[config.mk]
export PLATFORM = sky130hd
export DESIGN_NAME = line_err_calc
export DESIGN_NICKNAME = d
export VERILOG_FILES = /design/src/rtl/line_err_calc.sv
export SDC_FILE = /design/constraint.sdc
export NUM_CORES = 1
export LEC_CHECK = 0
export BUFFER_PORTS_ARGS = -buffer_cell sky130_fd_sc_hd__buf_2
export CAP_MARGIN = 20
export CORE_UTILIZATION = 50
export CTS_BUF_LIST = sky130_fd_sc_hd__clkbuf_16
export CTS_CLUSTER_SIZE = 20
export DETAILED_ROUTE_END_ITERATION = 10
export GPL_ROUTABILITY_DRIVEN = 0
export GPL_TIMING_DRIVEN = 1
export PLACE_DENSITY = 0.77
export SLEW_MARGIN = 30
export SYNTH_ARGS = -nofsm -noshare
export SYNTH_HDL_FRONTEND = slang
export SYNTH_SLANG_ARGS = --single-unit
[constraint.sdc]
create_clock -name clk -period 8.1 [get_ports clk]
set_input_delay 1.62 -clock clk [delete_from_list [all_inputs] [get_ports clk]]
set_output_delay 1.62 -clock clk [all_outputs]
set_load 0.05 [all_outputs]
[src/rtl/line_err_calc.sv]
// Weighted left-minus-right line-position error from eight IR readings, one shared adder, 8 accumulate cycles.
// Optional LOST_SEEK_EN: while the line is lost, error is driven to full scale toward the side it was last seen.
module line_err_calc #(
  parameter int SHIFT       = 4,
  parameter int LOST_FRAMES = 3
) (
  input  logic        clk,
  input  logic        rst_n,
  input  logic        IR_vld,
  input  logic        line_present,
  input  logic [11:0] IR_L0,
  input  logic [11:0] IR_L1,
  input  logic [11:0] IR_L2,
  input  logic [11:0] IR_L3,
  input  logic [11:0] IR_R0,
  input  logic [11:0] IR_R1,
  input  logic [11:0] IR_R2,
  input  logic [11:0] IR_R3,
  output logic [11:0] error,
  output logic        err_vld,
  output logic        line_lost,
  output logic        ovr
);

  typedef enum logic [1:0] {IDLE, ACCUM, DONE} state_e;

  localparam logic [3:0] LOST_TH = 4'(LOST_FRAMES);

  state_e             state_q;
  logic signed [17:0] acc_q;
  logic        [2:0]  idx_q;
  logic        [3:0]  lost_cnt_q;
  logic        [11:0] error_q;
  logic               err_vld_q;
  logic               line_lost_q;
  logic               ovr_q;
  logic        [11:0] l_q [4];
  logic        [11:0] r_q [4];
`ifdef LOST_SEEK_EN
  logic               last_neg_q;
`endif

  logic        [11:0] sel;
  logic signed [17:0] term;
  logic signed [17:0] acc_d;
  logic signed [17:0] shifted;
  logic        [11:0] err_sat;
  logic        [3:0]  lost_cnt_d;
  logic               accept;

  assign accept = (state_q == IDLE) && IR_vld && line_present;

  // Even idx selects L[idx/2] (added), odd idx selects R[idx/2] (subtracted); weight 2^(idx/2).
  // NOTE: every signal written here gets a value on every path, so no latch is inferred.
  always_comb begin
    sel        = idx_q[0] ? r_q[idx_q[2:1]] : l_q[idx_q[2:1]];
    term       = 18'(sel) << idx_q[2:1];
    acc_d      = idx_q[0] ? (acc_q - term) : (acc_q + term);
    shifted    = acc_q >>> SHIFT;
    err_sat    = shifted[11:0];
    if (shifted > 18'sd2047) begin
      err_sat = 12'h7FF;
    end else if (shifted < -18'sd2048) begin
      err_sat = 12'h800;
    end
    lost_cnt_d = (lost_cnt_q == 4'd15) ? lost_cnt_q : lost_cnt_q + 4'd1;
  end

  // NOTE: the reading buffer is pure datapath, always written before it is read, so it carries no reset.
  always_ff @(posedge clk) begin
    if (accept) begin
      l_q <= '{IR_L0, IR_L1, IR_L2, IR_L3};
      r_q <= '{IR_R0, IR_R1, IR_R2, IR_R3};
    end
  end

  // NOTE: sequential state uses non-blocking assignments so every register sees pre-edge values.
  always_ff @(posedge clk or negedge rst_n) begin
    if (!rst_n) begin
      state_q     <= IDLE;
      acc_q       <= '0;
      idx_q       <= '0;
      lost_cnt_q  <= '0;
      error_q     <= '0;
      err_vld_q   <= 1'b0;
      line_lost_q <= 1'b0;
      ovr_q       <= 1'b0;
`ifdef LOST_SEEK_EN
      last_neg_q  <= 1'b0;
`endif
    end else begin
      err_vld_q <= 1'b0;
      ovr_q     <= 1'b0;
      unique case (state_q)
        IDLE: begin
          if (IR_vld) begin
            if (line_present) begin
              acc_q       <= '0;
              idx_q       <= '0;
              lost_cnt_q  <= '0;
              line_lost_q <= 1'b0;
              state_q     <= ACCUM;
            end else begin
              lost_cnt_q  <= lost_cnt_d;
              line_lost_q <= (lost_cnt_d >= LOST_TH);
              err_vld_q   <= 1'b1;
`ifdef LOST_SEEK_EN
              if (lost_cnt_d >= LOST_TH) begin
                error_q <= last_neg_q ? 12'h800 : 12'h7FF;
              end
`endif
            end
          end
        end
        ACCUM: begin
          ovr_q <= IR_vld;
          acc_q <= acc_d;
          idx_q <= idx_q + 3'd1;
          if (idx_q == 3'd7) begin
            state_q <= DONE;
          end
        end
        DONE: begin
          ovr_q     <= IR_vld;
          error_q   <= err_sat;
          err_vld_q <= 1'b1;
`ifdef LOST_SEEK_EN
          last_neg_q <= err_sat[11];
`endif
          state_q   <= IDLE;
        end
        default: state_q <= IDLE;
      endcase
    end
  end

  assign error     = error_q;
  assign err_vld   = err_vld_q;
  assign line_lost = line_lost_q;
  assign ovr       = ovr_q;

endmodule

==> impl_metrics.env, run 1 <==
export IMPL_run_status="complete, no violations"
export IMPL_critPathRequiredTime_ns=8.43
export IMPL_ys_seq_area_frac=0.575
export IMPL_cts_htree_levels=4
export IMPL_achievable_frequency_mhz=206
export IMPL_worst_case_hold_slack_ns=0.472
export IMPL_ys_async_sr_fraction=0.304
export IMPL_slew_headroom=0.497
export IMPL_tns_ns=0
export IMPL_clock_sink_count=138
export IMPL_grt_usage=0.195
export IMPL_n_antenna_cell=0
export IMPL_design_power_total_mw=3.28
export IMPL_maxCapViolCount=0
export IMPL_insertion_delay_ns=0.42
export IMPL_synth_top_cell_by_area="sky130_fd_sc_hd__edfxtp_1"
export IMPL_timing_final_crit_period_ns=4.86
export IMPL_mappedNetlistArea_um2=6840
export IMPL_grt_antenna_before_repair=0
export IMPL_floorplan_initialDensity=0.514
export IMPL_clockRootBuffer="sky130_fd_sc_hd__clkbuf_16"
export IMPL_floorplan_core_area_um2=13300
export IMPL_yosysTopAreaCellShare=0.422
export IMPL_die_area_um2=14200
export IMPL_worst_setup_hold_path_clk_slew_ns=0.06
export IMPL_hp_class="flop to flop"
export IMPL_number_of_drc_violations_after_detailed_routing=0
export IMPL_cts_tree="done"
export IMPL_post_route_ant_nets=0
export IMPL_detail_route_vias_per_cell=5.47
export IMPL_mappedNetlistNets=677
export IMPL_routedWlPerCell_um=15.0
export IMPL_numCtsBuffers=17
export IMPL_worst_setup_path_end_kind="flop"
export IMPL_cts_resized=0
export IMPL_ys_warn_count=0
export IMPL_yosys_register_bits=138
export IMPL_grt_start_max_net_pins=86
export IMPL_design_portCount=115
export IMPL_hold_buffers=0
export IMPL_drt_initial_drc_count=248
export IMPL_synthFlopType="sky130_fd_sc_hd__edfxtp_1"
export IMPL_critPathKind="flop to flop"
export IMPL_timing_critical_path_fanout_max=23
export IMPL_slew_viol_final=0
export IMPL_synth_most_common_cell="sky130_fd_sc_hd__edfxtp_1"
export IMPL_netlist_top_cells_count="96 x sky130_fd_sc_hd__edfxtp_1, 62 x sky130_fd_sc_hd__nand2_1, 45 x sky130_fd_sc_hd__nor2_1"
export IMPL_die_width_um=119
export IMPL_post_synth_num_cell_types=59
export IMPL_drt_wl_total_um=12800
export IMPL_detailedPlacementHpwl_um=9140
export IMPL_netlist_instances=552
export IMPL_fillerInstances=1052
export IMPL_synth_enable_flop_cells=96
export IMPL_finClkSkew_ns=0.0114
export IMPL_worstPathArrival_ns=5.20
export IMPL_tightest_slew_ns=0.755
export IMPL_final_number_of_setup_violating_endpoints=0
export IMPL_post_layout_util=0.612
export IMPL_critical_path_startpoint_type="flop"
export IMPL_detailroute_via_count=4653
export IMPL_top_post_synthesis_cells_by_area="sky130_fd_sc_hd__edfxtp_1 42%, sky130_fd_sc_hd__dfrtp_1 15%, sky130_fd_sc_hd__mux4_1 5.4%"
export IMPL_final_layout_size_suffix_gt1_frac=0.243
export IMPL_synthesis_area_per_instance_um2=12.4
export IMPL_grt_setup_unrepaired="false"
export IMPL_r2r_slack_ns=3.24
export IMPL_finalNetCount=789
export IMPL_endpoints_failing_hold=0
export IMPL_die_y_um=119
export IMPL_grt_pass1_vias=4524
export IMPL_setup_repair_bufs_after_cts=0
export IMPL_drt_pass1_iter_count=7
export IMPL_count_of_standard_cell_rows=42
export IMPL_flow_area_growth_from_synthesis_pct=19.0
export IMPL_gr_total_overflow=0
export IMPL_power_leakage_nw=3.34
export IMPL_grt_first_pass_wirelength_um=21400
export IMPL_clk_path_buf_depth=2
export IMPL_fin_crit_sh=0.601
export IMPL_portBuffers=114
export IMPL_vdd_ir_drop_max_mv=0.220
export IMPL_cellPowerDensity_nw_per_um2=403
-- worst paths after layout --
| check | start | end | cells past startpoint |
|---|---|---|---|
| hold reg to reg | line_lost | line_lost | 2 |
| setup reg to reg | idx_q[2] | acc_q[17] | 16 |
| setup / recovery | idx_q[2] | acc_q[17] | 16 |
| hold / removal | line_lost | line_lost | 2 |
| max in group asynchronous | rst_n | idx_q[0] | 1 |
| min in group asynchronous | rst_n | lost_cnt_q[0] | 1 |
-- flip-flops by register name, indices dropped and copies added (netlist names) --
signal,flops
lost_cnt_q,4
err_vld,1
l_q,48
state_q,2
ovr,1
acc_q,18
error,12
idx_q,3
line_lost,1
r_q,48
-- cell usage in the layout, fill, tap and decap left out, types with 4 or more instances in the layout --
master	netlist	layout
sky130_fd_sc_hd__buf_2	5	113
sky130_fd_sc_hd__a31oi_1	8	8
sky130_fd_sc_hd__mux2_2	6	6
sky130_fd_sc_hd__nand2_1	62	62
sky130_fd_sc_hd__ha_1	24	24
sky130_fd_sc_hd__nand3_1	5	5
sky130_fd_sc_hd__a21oi_1	23	22
sky130_fd_sc_hd__a22o_1	5	5
sky130_fd_sc_hd__inv_1	23	25
sky130_fd_sc_hd__nor3_1	5	5
sky130_fd_sc_hd__mux4_1	14	14
sky130_fd_sc_hd__edfxtp_1	96	96
sky130_fd_sc_hd__or3_1	4	4
sky130_fd_sc_hd__nand2b_1	6	6
sky130_fd_sc_hd__xor2_1	14	14
sky130_fd_sc_hd__o21ai_0	39	39
sky130_fd_sc_hd__nor2b_1	8	8
sky130_fd_sc_hd__clkbuf_16	0	17
sky130_fd_sc_hd__o31ai_1	5	5
sky130_fd_sc_hd__nor2_1	45	45
sky130_fd_sc_hd__xnor2_1	9	9
sky130_fd_sc_hd__a21o_1	6	6
sky130_fd_sc_hd__mux2i_1	10	10
sky130_fd_sc_hd__and2_1	7	7
sky130_fd_sc_hd__o211ai_1	12	12
sky130_fd_sc_hd__a211oi_1	5	5
sky130_fd_sc_hd__dfrtp_1	42	41
-- worst max-delay path, stage by stage (launching register included) --
cell	delay (ns)
sky130_fd_sc_hd__dfrtp_1	0.83
sky130_fd_sc_hd__clkinv_1	0.58
sky130_fd_sc_hd__mux2i_1	0.52
sky130_fd_sc_hd__and2_1	0.25
sky130_fd_sc_hd__nand3_1	0.12
sky130_fd_sc_hd__nor4_2	0.38
sky130_fd_sc_hd__and4_1	0.29
sky130_fd_sc_hd__nand2_1	0.06
sky130_fd_sc_hd__o21ai_1	0.10
sky130_fd_sc_hd__a31oi_1	0.11
sky130_fd_sc_hd__ha_1	0.24
sky130_fd_sc_hd__or3_1	0.32
sky130_fd_sc_hd__o31ai_1	0.34
sky130_fd_sc_hd__o21ai_0	0.17
sky130_fd_sc_hd__xnor2_1	0.21
sky130_fd_sc_hd__a21oi_1	0.10
sky130_fd_sc_hd__o22ai_1	0.15
-- layer usage --
metal | share of wire | vias up | track usage
li1 | - | 2286 | -
met1 | 0.47 | 2208 | 0.251
met2 | 0.46 | 135 | 0.314
met3 | 0.050 | 24 | 0.0498
met4 | 0.021 | 0 | 0.0847
met5 | 0 | - | 0
-- where the power goes --
| group | total (mW) | internal (mW) | switching (mW) |
|---|---|---|---|
| Sequential | 1.03 | 0.898 | 0.136 |
| Combinational | 1.49 | 0.629 | 0.857 |
| Clock | 0.760 | 0.478 | 0.282 |
| Total | 3.28 | 2.00 | 1.27 |
-- final cells by class --
class | count | area, µm² | area share
flip-flops and latches | 138 | 3940 | 0.483
multi-input cells | 366 | 2720 | 0.334
repair buffers | 117 | 599 | 0.0736
clock buffers | 17 | 425 | 0.0523
well taps | 176 | 220 | 0.0270
clock inverters | 13 | 155 | 0.0191
inverters | 24 | 90.1 | 0.0111
-- logic make-up after synthesis --
group	after synthesis	share of synthesized area
adders and majority gates	25	0.0468
DFF	138	0.575
buffers and inverters	48	0.0300
xor gates and xnor gates	23	0.0295
AOI/OAI and AO/OA	127	0.120
and+or+nand+nor	157	0.107
muxes	34	0.0915
-- metrics by stage --
step	std cells	setup WS (ns)	instance area (µm²)
floorplan	552	3.30	6840
global placement	821	3.42	7550
detailed placement	821	3.24	7550
CTS	851	3.22	8130
global route	851	2.81	8140
finish	851	3.24	8140
Note: power is estimated with default switching activity, not from simulation.
==> run 2, diff against run 1 <==
- clock period: 8.1 -> 4.7 ns (I/O delays scaled with it)
==> impl_metrics.env, run 2 (synthesis gave the netlist of run 1 again) <==
export IMPL_gr_total_overflow=0
export IMPL_tightest_slew_ns=0.806
export IMPL_design_power_total_mw=5.82
export IMPL_mostFrequentLayoutCells="113 x sky130_fd_sc_hd__buf_2, 96 x sky130_fd_sc_hd__edfxtp_1, 62 x sky130_fd_sc_hd__nand2_1"
export IMPL_endpoints_failing_hold=0
export IMPL_largest_registers="l_q: 48 flops, r_q: 48 flops, acc_q: 18 flops"
export IMPL_insertion_delay_ns=0.42
export IMPL_cellPowerDensity_nw_per_um2=707
export IMPL_critical_path_startpoint_type="flop"
export IMPL_die_area_um2=14200
export IMPL_design_portCount=115
export IMPL_drt_wl_total_um=13600
export IMPL_post_route_cell_area_um2=8230
export IMPL_number_of_drc_violations_after_detailed_routing=0
export IMPL_count_of_standard_cell_rows=42
export IMPL_die_y_um=119
export IMPL_worst_setup_hold_path_clk_slew_ns=0.06
export IMPL_cts_htree_levels=4
export IMPL_post_route_ant_nets=0
export IMPL_hp_class="flop to flop"
export IMPL_fin_crit_sh=0.937
export IMPL_hold_buffers=0
export IMPL_routedWlPerCell_um=15.8
export IMPL_crit_path_max_incr_delay_ns=0.62
export IMPL_worstPathArrival_ns=4.75
export IMPL_detailedPlacementHpwl_um=9870
export IMPL_grt_setup_unrepaired="true"
export IMPL_clockRootBuffer="sky130_fd_sc_hd__clkbuf_16"
export IMPL_run_status="complete, no violations"
export IMPL_grt_first_pass_wirelength_um=21900
export IMPL_finalNetCount=795
export IMPL_grt_pass1_vias=4587
export IMPL_grt_antenna_before_repair=0
export IMPL_post_layout_util=0.619
export IMPL_layout_cells_most_common="sky130_fd_sc_hd__buf_2"
export IMPL_grt_usage=0.201
export IMPL_timing_critical_path_fanout_max=13
export IMPL_slew_headroom=0.463
export IMPL_detailroute_via_count=4678
export IMPL_maxCapViolCount=0
export IMPL_achievable_frequency_mhz=227
export IMPL_floorplan_core_area_um2=13300
export IMPL_timing_final_crit_period_ns=4.41
export IMPL_slew_viol_final=0
export IMPL_final_layout_size_suffix_gt1_frac=0.255
export IMPL_floorplan_initialDensity=0.514
export IMPL_numCtsBuffers=17
export IMPL_critPathKind="flop to flop"
export IMPL_die_width_um=119
export IMPL_grt_start_max_net_pins=70
export IMPL_r2r_slack_ns=0.29
export IMPL_fillerInstances=1020
export IMPL_finClkSkew_ns=0.00653
export IMPL_drt_pass1_iter_count=4
export IMPL_portBuffers=114
export IMPL_dpl_instance_area_um2=7590
export IMPL_critical_path_buf_inv_count=1
export IMPL_timing_critical_path_mode_cell="sky130_fd_sc_hd__o21ai_0"
export IMPL_n_antenna_cell=0
export IMPL_final_number_of_setup_violating_endpoints=0
export IMPL_clock_sink_count=138
export IMPL_critPathRequiredTime_ns=5.05
export IMPL_worst_setup_path_end_kind="flop"
export IMPL_worstPathCellList="mux2i_1 > and2_1 > nor3_1 > inv_1 > ha_1 > mux2_2 > fa_1 > nor2b_1 > o21ai_0 > a21boi_1 > o211ai_1 > a21o_1 > a31oi_1 > o21ai_0 > or4b_2 > nand3_1"
export IMPL_worst_path_max_delay_cell="sky130_fd_sc_hd__or4b_2"
export IMPL_detail_route_vias_per_cell=5.45
export IMPL_power_leakage_nw=3.38
export IMPL_flow_area_growth_from_synthesis_pct=20.3
export IMPL_vdd_ir_drop_max_mv=0.362
export IMPL_critical_path_top_delay_family="simple AND/OR/NAND/NOR gates"
export IMPL_cts_tree="done"
export IMPL_clk_path_buf_depth=2
export IMPL_drt_initial_drc_count=267
-- run 2: cell count changes in the layout (fill, tap and decap cells not counted), sizes merged --
cell	before	now
buf	117	123
bufinv	3	4
clkinv	4	5
inv	27	26
-- run 2: metal layers --
metal,share of wire,vias up,GRT usage
met3,0.049,18,0.0412
met1,0.44,2223,0.262
met2,0.50,145,0.330
met4,0.015,0,0.0791
li1,-,2292,-
met5,0,-,0
-- run 2: final timing paths --
path	from	depth (start not counted)	to
hold reg to reg	line_lost	2	line_lost
setup / recovery	idx_q[0]	16	acc_q[16]
max in group asynchronous	rst_n	1	idx_q[0]
hold / removal	line_lost	2	line_lost
setup reg to reg	idx_q[0]	16	acc_q[16]
min in group asynchronous	rst_n	1	lost_cnt_q[0]
-- run 2: cell type report --
cell class | count | area (µm²) | area share
multi-input cells | 366 | 2720 | 0.330
inverters | 24 | 93.8 | 0.0114
well taps | 176 | 220 | 0.0268
flip-flops and latches | 138 | 3940 | 0.479
clock buffers | 17 | 425 | 0.0517
clock inverters | 14 | 195 | 0.0237
repair buffers | 123 | 641 | 0.0778
-- run 2: repair_timing --
action | 4_1_cts | 5_1_grt
endpoints found under the setup margin | 0 | 2
setup buffers | 0 | 0
resized for setup | 0 | 4
-- run 2: worst reg2reg max path, cell delays in order, from the launching register on --
cell and delay [ns]:
sky130_fd_sc_hd__dfrtp_4 0.57, sky130_fd_sc_hd__mux2i_1 0.16, sky130_fd_sc_hd__and2_1 0.19, sky130_fd_sc_hd__nor3_1 0.24, sky130_fd_sc_hd__inv_1 0.08, sky130_fd_sc_hd__ha_1 0.29, sky130_fd_sc_hd__mux2_2 0.29, sky130_fd_sc_hd__fa_1 0.46
sky130_fd_sc_hd__nor2b_1 0.13, sky130_fd_sc_hd__o21ai_0 0.10, sky130_fd_sc_hd__a21boi_1 0.25, sky130_fd_sc_hd__o211ai_1 0.18, sky130_fd_sc_hd__a21o_1 0.22, sky130_fd_sc_hd__a31oi_1 0.29, sky130_fd_sc_hd__o21ai_0 0.17, sky130_fd_sc_hd__or4b_2 0.62
sky130_fd_sc_hd__nand3_1 0.10
-- run 2: power by group --
group	switching (mW)	leakage, nW	internal [mW]
clock	0.508	0.295	0.887
sequential	0.214	1.44	1.55
combinational	1.55	1.64	1.12
total	2.27	3.38	3.56
-- run 2: stage by stage --
stage                     setup slack, ns  hold WS, ns  std cells   TNS, ns
after floorplan                     0.473        0.450        552         0
after global placement              0.327        0.460        827         0
after detailed placement            0.237        0.464        827         0
after CTS                           0.191        0.477        858         0
after global routing             -0.00261        0.530        858  -0.00261
final                               0.294        0.472        858         0
